$ cat src/rtl/clk_div_pkg.sv
// Shared constants for the clock divider generator.
package clk_div_pkg;

  // Default width of the base divider counter and of the divisor input.
  localparam int CNT_W_DEF   = 8;

  // Base half-period, in clk cycles, that is committed at reset.
  localparam int DIV_DEF     = 5;

  // Largest supported number of divided clock outputs.
  localparam int N_OUT_MAX   = 8;

  // Number of divided outputs when the caller does not override it.
  localparam int N_OUT_DEF   = 3;

endpackage : clk_div_pkg

$ cat src/rtl/clk_div_gen_if.sv
// Control and output bundle of the clock divider generator.
interface clk_div_gen_if
  import clk_div_pkg::*;
#(
  parameter int N_OUT = N_OUT_DEF,
  parameter int CNT_W = CNT_W_DEF
);

  logic             enb;       // count enable, low freezes the divider
  logic             div_ld;    // one-cycle request to load div_val
  logic [CNT_W-1:0] div_val;   // new base half-period in clk cycles
  logic             sync;      // synchronous phase realign
  logic [N_OUT-1:0] clk_out;   // divided clocks, bit 0 fastest
  logic [N_OUT-1:0] rise_stb;  // pulse in the cycle clk_out[k] goes high
  logic             locked;    // outputs run at the committed ratio

  // Controller side: drives the requests, observes the clocks.
  modport master (
    output enb, div_ld, div_val, sync,
    input  clk_out, rise_stb, locked
  );

  // Divider side.
  modport slave (
    input  enb, div_ld, div_val, sync,
    output clk_out, rise_stb, locked
  );

endinterface : clk_div_gen_if

$ cat src/rtl/clk_div_stage.sv
// One bit of the divided-clock chain: a toggle flop plus its rising-edge
// strobe. The chain of stages behaves as a down-counter, which keeps every
// rising edge aligned with the rising edges of the faster bits.
module clk_div_stage (
  input  logic clk,
  input  logic rst,
  input  logic clr,        // phase realign: force the bit low
  input  logic tick,       // base-counter terminal tick
  input  logic carry_in,   // every faster bit is currently 0
  output logic q,
  output logic rise,
  output logic carry_out
);

  logic q_q;
  logic rise_q;
  logic toggle;

  // This bit flips on a tick only when all faster bits are low.
  assign toggle    = tick & carry_in;
  assign carry_out = carry_in & ~q_q;
  assign q         = q_q;
  assign rise      = rise_q;

  // Output bit and its strobe; the strobe marks the 0->1 transition.
  always_ff @(posedge clk) begin
    // NOTE: registers are written with <= so every flop samples the
    // pre-edge values of its neighbours, whatever the block order.
    if (rst) begin
      q_q    <= 1'b0;
      rise_q <= 1'b0;
    end else if (clr) begin
      q_q    <= 1'b0;
      rise_q <= 1'b0;
    end else begin
      q_q    <= q_q ^ toggle;
      rise_q <= toggle & ~q_q;
    end
  end

endmodule : clk_div_stage

$ cat src/rtl/clk_div_gen.sv
// Clock divider generator: a programmable base divider followed by a chain
// of halving stages. Divisor reloads are deferred to the next terminal tick
// so that no output half-period is ever shortened.
module clk_div_gen
  import clk_div_pkg::*;
#(
  parameter int N_OUT       = N_OUT_DEF,
  parameter int CNT_W       = CNT_W_DEF,
  parameter int DIV_DEFAULT = DIV_DEF
) (
  input  logic          clk,
  input  logic          rst,
  clk_div_gen_if.slave  bus
);

  localparam logic [CNT_W-1:0] DIV_RST = CNT_W'(DIV_DEFAULT);
  localparam logic [CNT_W-1:0] CNT_RST = CNT_W'(DIV_DEFAULT - 1);
  localparam logic [CNT_W-1:0] ONE     = CNT_W'(1);

  logic [CNT_W-1:0] cnt_q,      cnt_d;
  logic [CNT_W-1:0] div_q,      div_d;
  logic [CNT_W-1:0] pend_val_q, pend_val_d;
  logic             pend_q,     pend_d;
  logic             locked_q,   locked_d;

  logic [CNT_W-1:0] ld_val;
  logic             tick;

  logic [N_OUT-1:0] carry;
  logic [N_OUT-1:0] clk_out_w;
  logic [N_OUT-1:0] rise_w;

  // A requested divisor of 0 behaves as 1 (toggle every enabled cycle).
  assign ld_val = (bus.div_val == '0) ? ONE : bus.div_val;

  // Terminal tick: last count of the current half-period. A realign
  // request pre-empts it so the outputs restart from a clean phase.
  assign tick = bus.enb && !bus.sync && (cnt_q == div_q - ONE);

  // Next-state for the base counter, committed divisor and reload state.
  always_comb begin
    // NOTE: every variable gets its hold value first, so no path through
    // the decision tree can leave one unassigned and infer a latch.
    cnt_d      = cnt_q;
    div_d      = div_q;
    pend_val_d = pend_val_q;
    pend_d     = pend_q;
    locked_d   = locked_q;

    if (bus.sync) begin
      // Realign: the next cycle becomes a terminal tick. A simultaneous
      // load bypasses the pending register and takes effect at once.
      locked_d = 1'b0;
      if (bus.div_ld) begin
        div_d  = ld_val;
        cnt_d  = ld_val - ONE;
        pend_d = 1'b0;
      end else begin
        cnt_d  = div_q - ONE;
      end
    end else begin
      if (bus.enb) begin
        cnt_d = tick ? '0 : cnt_q + ONE;
      end
      if (tick) begin
        locked_d = 1'b1;
        if (pend_q) begin
          div_d  = pend_val_q;
          pend_d = 1'b0;
        end
      end
      // A load captured in this cycle waits for the following tick; a
      // second load before then simply overwrites the pending value.
      if (bus.div_ld) begin
        pend_val_d = ld_val;
        pend_d     = 1'b1;
        locked_d   = 1'b0;
      end
    end
  end

  // Divider state registers; reset also discards any pending reload.
  always_ff @(posedge clk) begin
    if (rst) begin
      cnt_q      <= CNT_RST;
      div_q      <= DIV_RST;
      pend_val_q <= DIV_RST;
      pend_q     <= 1'b0;
      locked_q   <= 1'b0;
    end else begin
      cnt_q      <= cnt_d;
      div_q      <= div_d;
      pend_val_q <= pend_val_d;
      pend_q     <= pend_d;
      locked_q   <= locked_d;
    end
  end

  // The fastest stage always toggles on a tick.
  assign carry[0] = 1'b1;

  // Halving chain: stage k sees "all faster bits low" from stage k-1.
  for (genvar k = 0; k < N_OUT; k++) begin : g_stage
    if (k < N_OUT - 1) begin : g_mid
      clk_div_stage u_stage (
        .clk       (clk),
        .rst       (rst),
        .clr       (bus.sync),
        .tick      (tick),
        .carry_in  (carry[k]),
        .q         (clk_out_w[k]),
        .rise      (rise_w[k]),
        .carry_out (carry[k+1])
      );
    end else begin : g_last
      logic carry_end;
      clk_div_stage u_stage (
        .clk       (clk),
        .rst       (rst),
        .clr       (bus.sync),
        .tick      (tick),
        .carry_in  (carry[k]),
        .q         (clk_out_w[k]),
        .rise      (rise_w[k]),
        .carry_out (carry_end)
      );
    end
  end

  assign bus.clk_out  = clk_out_w;
  assign bus.rise_stb = rise_w;
  assign bus.locked   = locked_q;

endmodule : clk_div_gen

$ cat src/flat_wrapper.sv
// flat-port wrapper written by rule: the top's interface ports become plain ports
module clk_div_gen_flat import clk_div_pkg::*;
#(
  parameter int N_OUT       = N_OUT_DEF,
  parameter int CNT_W       = CNT_W_DEF,
  parameter int DIV_DEFAULT = DIV_DEF
)
  (clk, rst, bus_enb, bus_div_ld, bus_div_val, bus_sync, bus_clk_out, bus_rise_stb, bus_locked);
  clk_div_gen_if #(.N_OUT(N_OUT), .CNT_W(CNT_W)) bus_i ();
  input  logic clk;
  input  logic rst;
  input wire logic [$bits(bus_i.enb)-1:0] bus_enb;
  input wire logic [$bits(bus_i.div_ld)-1:0] bus_div_ld;
  input wire logic [$bits(bus_i.div_val)-1:0] bus_div_val;
  input wire logic [$bits(bus_i.sync)-1:0] bus_sync;
  output wire logic [$bits(bus_i.clk_out)-1:0] bus_clk_out;
  output wire logic [$bits(bus_i.rise_stb)-1:0] bus_rise_stb;
  output wire logic [$bits(bus_i.locked)-1:0] bus_locked;
  assign bus_i.enb = bus_enb;
  assign bus_i.div_ld = bus_div_ld;
  assign bus_i.div_val = bus_div_val;
  assign bus_i.sync = bus_sync;
  assign bus_clk_out = bus_i.clk_out;
  assign bus_rise_stb = bus_i.rise_stb;
  assign bus_locked = bus_i.locked;
  clk_div_gen #(.N_OUT(N_OUT), .CNT_W(CNT_W), .DIV_DEFAULT(DIV_DEFAULT)) u_core (.clk(clk), .rst(rst), .bus(bus_i));
endmodule
$ cat config.mk
export PLATFORM = sky130hd
export DESIGN_NAME = clk_div_gen_flat
export DESIGN_NICKNAME = d
export VERILOG_FILES = /design/src/rtl/clk_div_pkg.sv /design/src/rtl/clk_div_gen_if.sv /design/src/rtl/clk_div_stage.sv /design/src/rtl/clk_div_gen.sv /design/src/flat_wrapper.sv
export SDC_FILE = /design/constraint.sdc
export NUM_CORES = 1
export LEC_CHECK = 0
export ABC_AREA = 1
export CAP_MARGIN = 15
export CORE_MARGIN = 2
export CORE_UTILIZATION = 59
export CTS_BUF_LIST = sky130_fd_sc_hd__clkbuf_2 sky130_fd_sc_hd__clkbuf_4 sky130_fd_sc_hd__clkbuf_8
export DETAILED_ROUTE_END_ITERATION = 8
export GPL_TIMING_DRIVEN = 0
export PLACE_DENSITY = 0.82
export SLEW_MARGIN = 25
export SYNTH_ARGS = -nofsm -noshare
export SYNTH_HDL_FRONTEND = slang
export SYNTH_SLANG_ARGS = --single-unit
$ cat constraint.sdc
create_clock -name clk -period 2.6 [get_ports clk]
set_input_delay 0.26 -clock clk [delete_from_list [all_inputs] [get_ports clk]]
set_output_delay 0.26 -clock clk [all_outputs]
set_load 0.02 [all_outputs]
==> flow_summary.yaml <==
status:
  status: "completed"
clocking:
  clockRootBuffer: "clkbuf_4"
  cts_buffer_depth: 2
  postCtsHoldBufs: 0
  cts-resized-gates: 0
  cts_tree: "done"
  cts_inserted_buffers: 5
  htree_levels: 2
  post_cts_buffers: 0
  clkTransAtPathRegs_ps: 100
  clock-sinks: 32
  clkLatencyLatePin_ps: 340
route:
  routedWlPerCell_um: 12.5
  drc_errors: 0
  viasPerCell: 5.30
  routed_wl_mm: 4.86
  num_vias: 2068
  ant_nets: 0
  dr.pass1.iters: 5
  dr.first_iter.drc_count: 220
timing:
  setup-tns-final_ps: 0
  finClkSkew_ps: 10.2
  slew_headroom: 0.688
  slew_viol_final: 0
  max_freq_ghz: 0.421
  fin_ws_ps: 226
  setup_viol: 0
  hold_violations: 0
  rsz0062_at_grt: "false"
  fin_crit_sh: 0.913
  fin_crit_ps: 2370
  worst_pin_slew_ps: 468
power_and_ir_drop:
  ir_drop_mv: 0.373
  cellLeakagePower_uw: 0.00111
  total_power_uw: 1080
  power.density_nw_per_um2: 456
yosys:
  synth_nets: 337
  yosysSeqAreaShare: 0.310
  avgSynthCellArea_um2: 6.50
  synth_cell_types: 31
  yosys_warnings: 0
  postSynthCellCount: 318
  syn_area_um2: 2070
  ys_ff_latch: 32
floorplanning:
  floorplan.initialDensity: 0.615
  pin_count: 20
  dieWidth_um: 63.2
  die_h_um: 63.2
  dieArea_um2: 3990
  core_um2: 3360
  rows: 21
layout:
  instances_no_fill: 390
  drive_above_1_share: 0.0843
  area_delta_synth_final_pct: 14.5
  diodes: 0
  final_util: 0.703
  final_cell_mix: "64 x nand2_1, 49 x inv_1, 41 x nor2_1"
  final_common_cell: "nand2_1"
  final_nets: 362
global_route:
  grtUsageTotal: 0.270
  grt_pass1_vias: 1896
  grt_max_degree: 11
  antenna_found_initial: 0
  grt_first_pass_wirelength_mm: 8.49
  grt_overflow: 0
setup_path:
  path_max_fanout: 5
  criticalPathCategory: "flop to flop"
  cp.required_ps: 2880
  crit_arrival_ps: 2650
  start_kind: "flop"
  cp-end-kind: "flop"
  rr_worst_depth: 14
placement:
  globalplace.congestion: 0.896
  hpwl_mm: 3.65
  port_buffers: 18
  dp_cells: 382
  place_ws_ps: 158
run:
  maxCapViolCount: 0
hold_path:
  hp-class: "primary input to flop"
  min_path_cells: 2
## flip-flops by register name, summed over array words and instances (netlist names)
signal	cells
u_core.g_stage.g_mid.u_stage.rise	2
u_core.pend_val_q	8
u_core.g_stage.g_mid.u_stage.q	2
u_core.cnt_q	8
u_core.g_stage.g_last.u_stage.q	1
u_core.pend_q	1
u_core.g_stage.g_last.u_stage.rise	1
u_core.div_q	8
u_core.bus.locked	1
## layout make-up
type / count / area (um2)
clock inverters: 2 / 10.0
flip-flops and latches: 32 / 641
plain buffers: 12 / 83.8
well taps: 46 / 57.6
repair buffers: 18 / 180
multi-input cells: 224 / 1150
clock buffers: 6 / 51.3
inverters: 50 / 188
fillers: 318 / 997
## logic make-up (layout without fill, tap and decap cells)
group                    Yosys count  after routing  synth area share
AND/OR/NAND/NOR                  157            157             0.343
buffers and inverters             62             88             0.131
AO/OA/AOI/OAI                     52             52             0.135
flip-flops                        32             32             0.310
XOR/XNOR                           9              9            0.0448
adder cells (fa/ha/maj)            6              6            0.0363
## critical path: stages (launching register included)
cell	delay, ps
dfxtp_1	370
inv_1	170
ha_1	260
nand2_1	100
nor2_1	170
nand2_1	70
nand2_1	90
nand2_1	70
nand2_1	80
nand3_1	90
nor2_2	120
and2_1	210
ha_1	190
ha_1	230
nor2_1	90
## where the power goes
group          leakage (uW)  switching [uW]  internal (uW)
Combinational      0.000808             145           93.1
Clock             0.0000380             171            128
Sequential         0.000263            23.0            518
## synthesized netlist by cell type
library cell	instances	area, um2
a31oi_1	1	6.26
clkinv_1	1	3.75
nand3_1	34	170
buf_4	6	45.0
nand3b_2	1	11.3
a221oi_1	1	8.76
dfxtp_1	32	641
and3_1	1	6.26
nor2_1	41	154
ha_1	6	75.1
nand2_1	64	240
xnor3_1	1	22.5
inv_1	49	184
xor2_1	6	52.6
nand3_2	5	50.1
a21oi_1	27	135
nand4_1	1	6.26
and2_1	1	6.26
nor2_2	2	12.5
o22ai_1	3	18.8
nor3_1	2	10.0
clkbuf_1	3	11.3
buf_2	1	5.00
nand2_2	2	12.5
o21ai_0	17	85.1
xnor2_1	2	17.5
or2_0	1	6.26
o221ai_1	2	17.5
nor2_4	2	22.5
buf_6	2	22.5
o211ai_1	1	7.51
## worst paths after layout
kind | slack (ps) | start | end
worst min register to register | 490 | u_core.pend_q$_SDFFE_PP0P_ | u_core.pend_q$_SDFFE_PP0P_
worst min-delay path | 330 | rst | u_core.cnt_q[7]$_SDFFE_PP0P_
worst max-delay path | 230 | u_core.div_q[0]$_SDFFE_PP1P_ | u_core.g_stage[1].g_mid.u_stage.q$_SDFF_PP0_
worst max register to register | 230 | u_core.div_q[0]$_SDFFE_PP1P_ | u_core.g_stage[1].g_mid.u_stage.q$_SDFF_PP0_
## per-layer routing
metal | track usage | share of wire
met2 | 0.440 | 0.47
met5 | 0 | 0
met3 | 0.0518 | 0.061
met4 | 0.125 | 0.027
met1 | 0.346 | 0.44
## stage by stage
stage | hold WS, ps | instance area [um2]
6_report | 334 | 2370
5_1_grt | 341 | 2370
4_1_cts | 304 | 2370
3_5_place_dp | 463 | 2300
3_3_place_gp | 457 | 2300
2_1_floorplan | 339 | 2070
(Power assumes the default switching activity.)
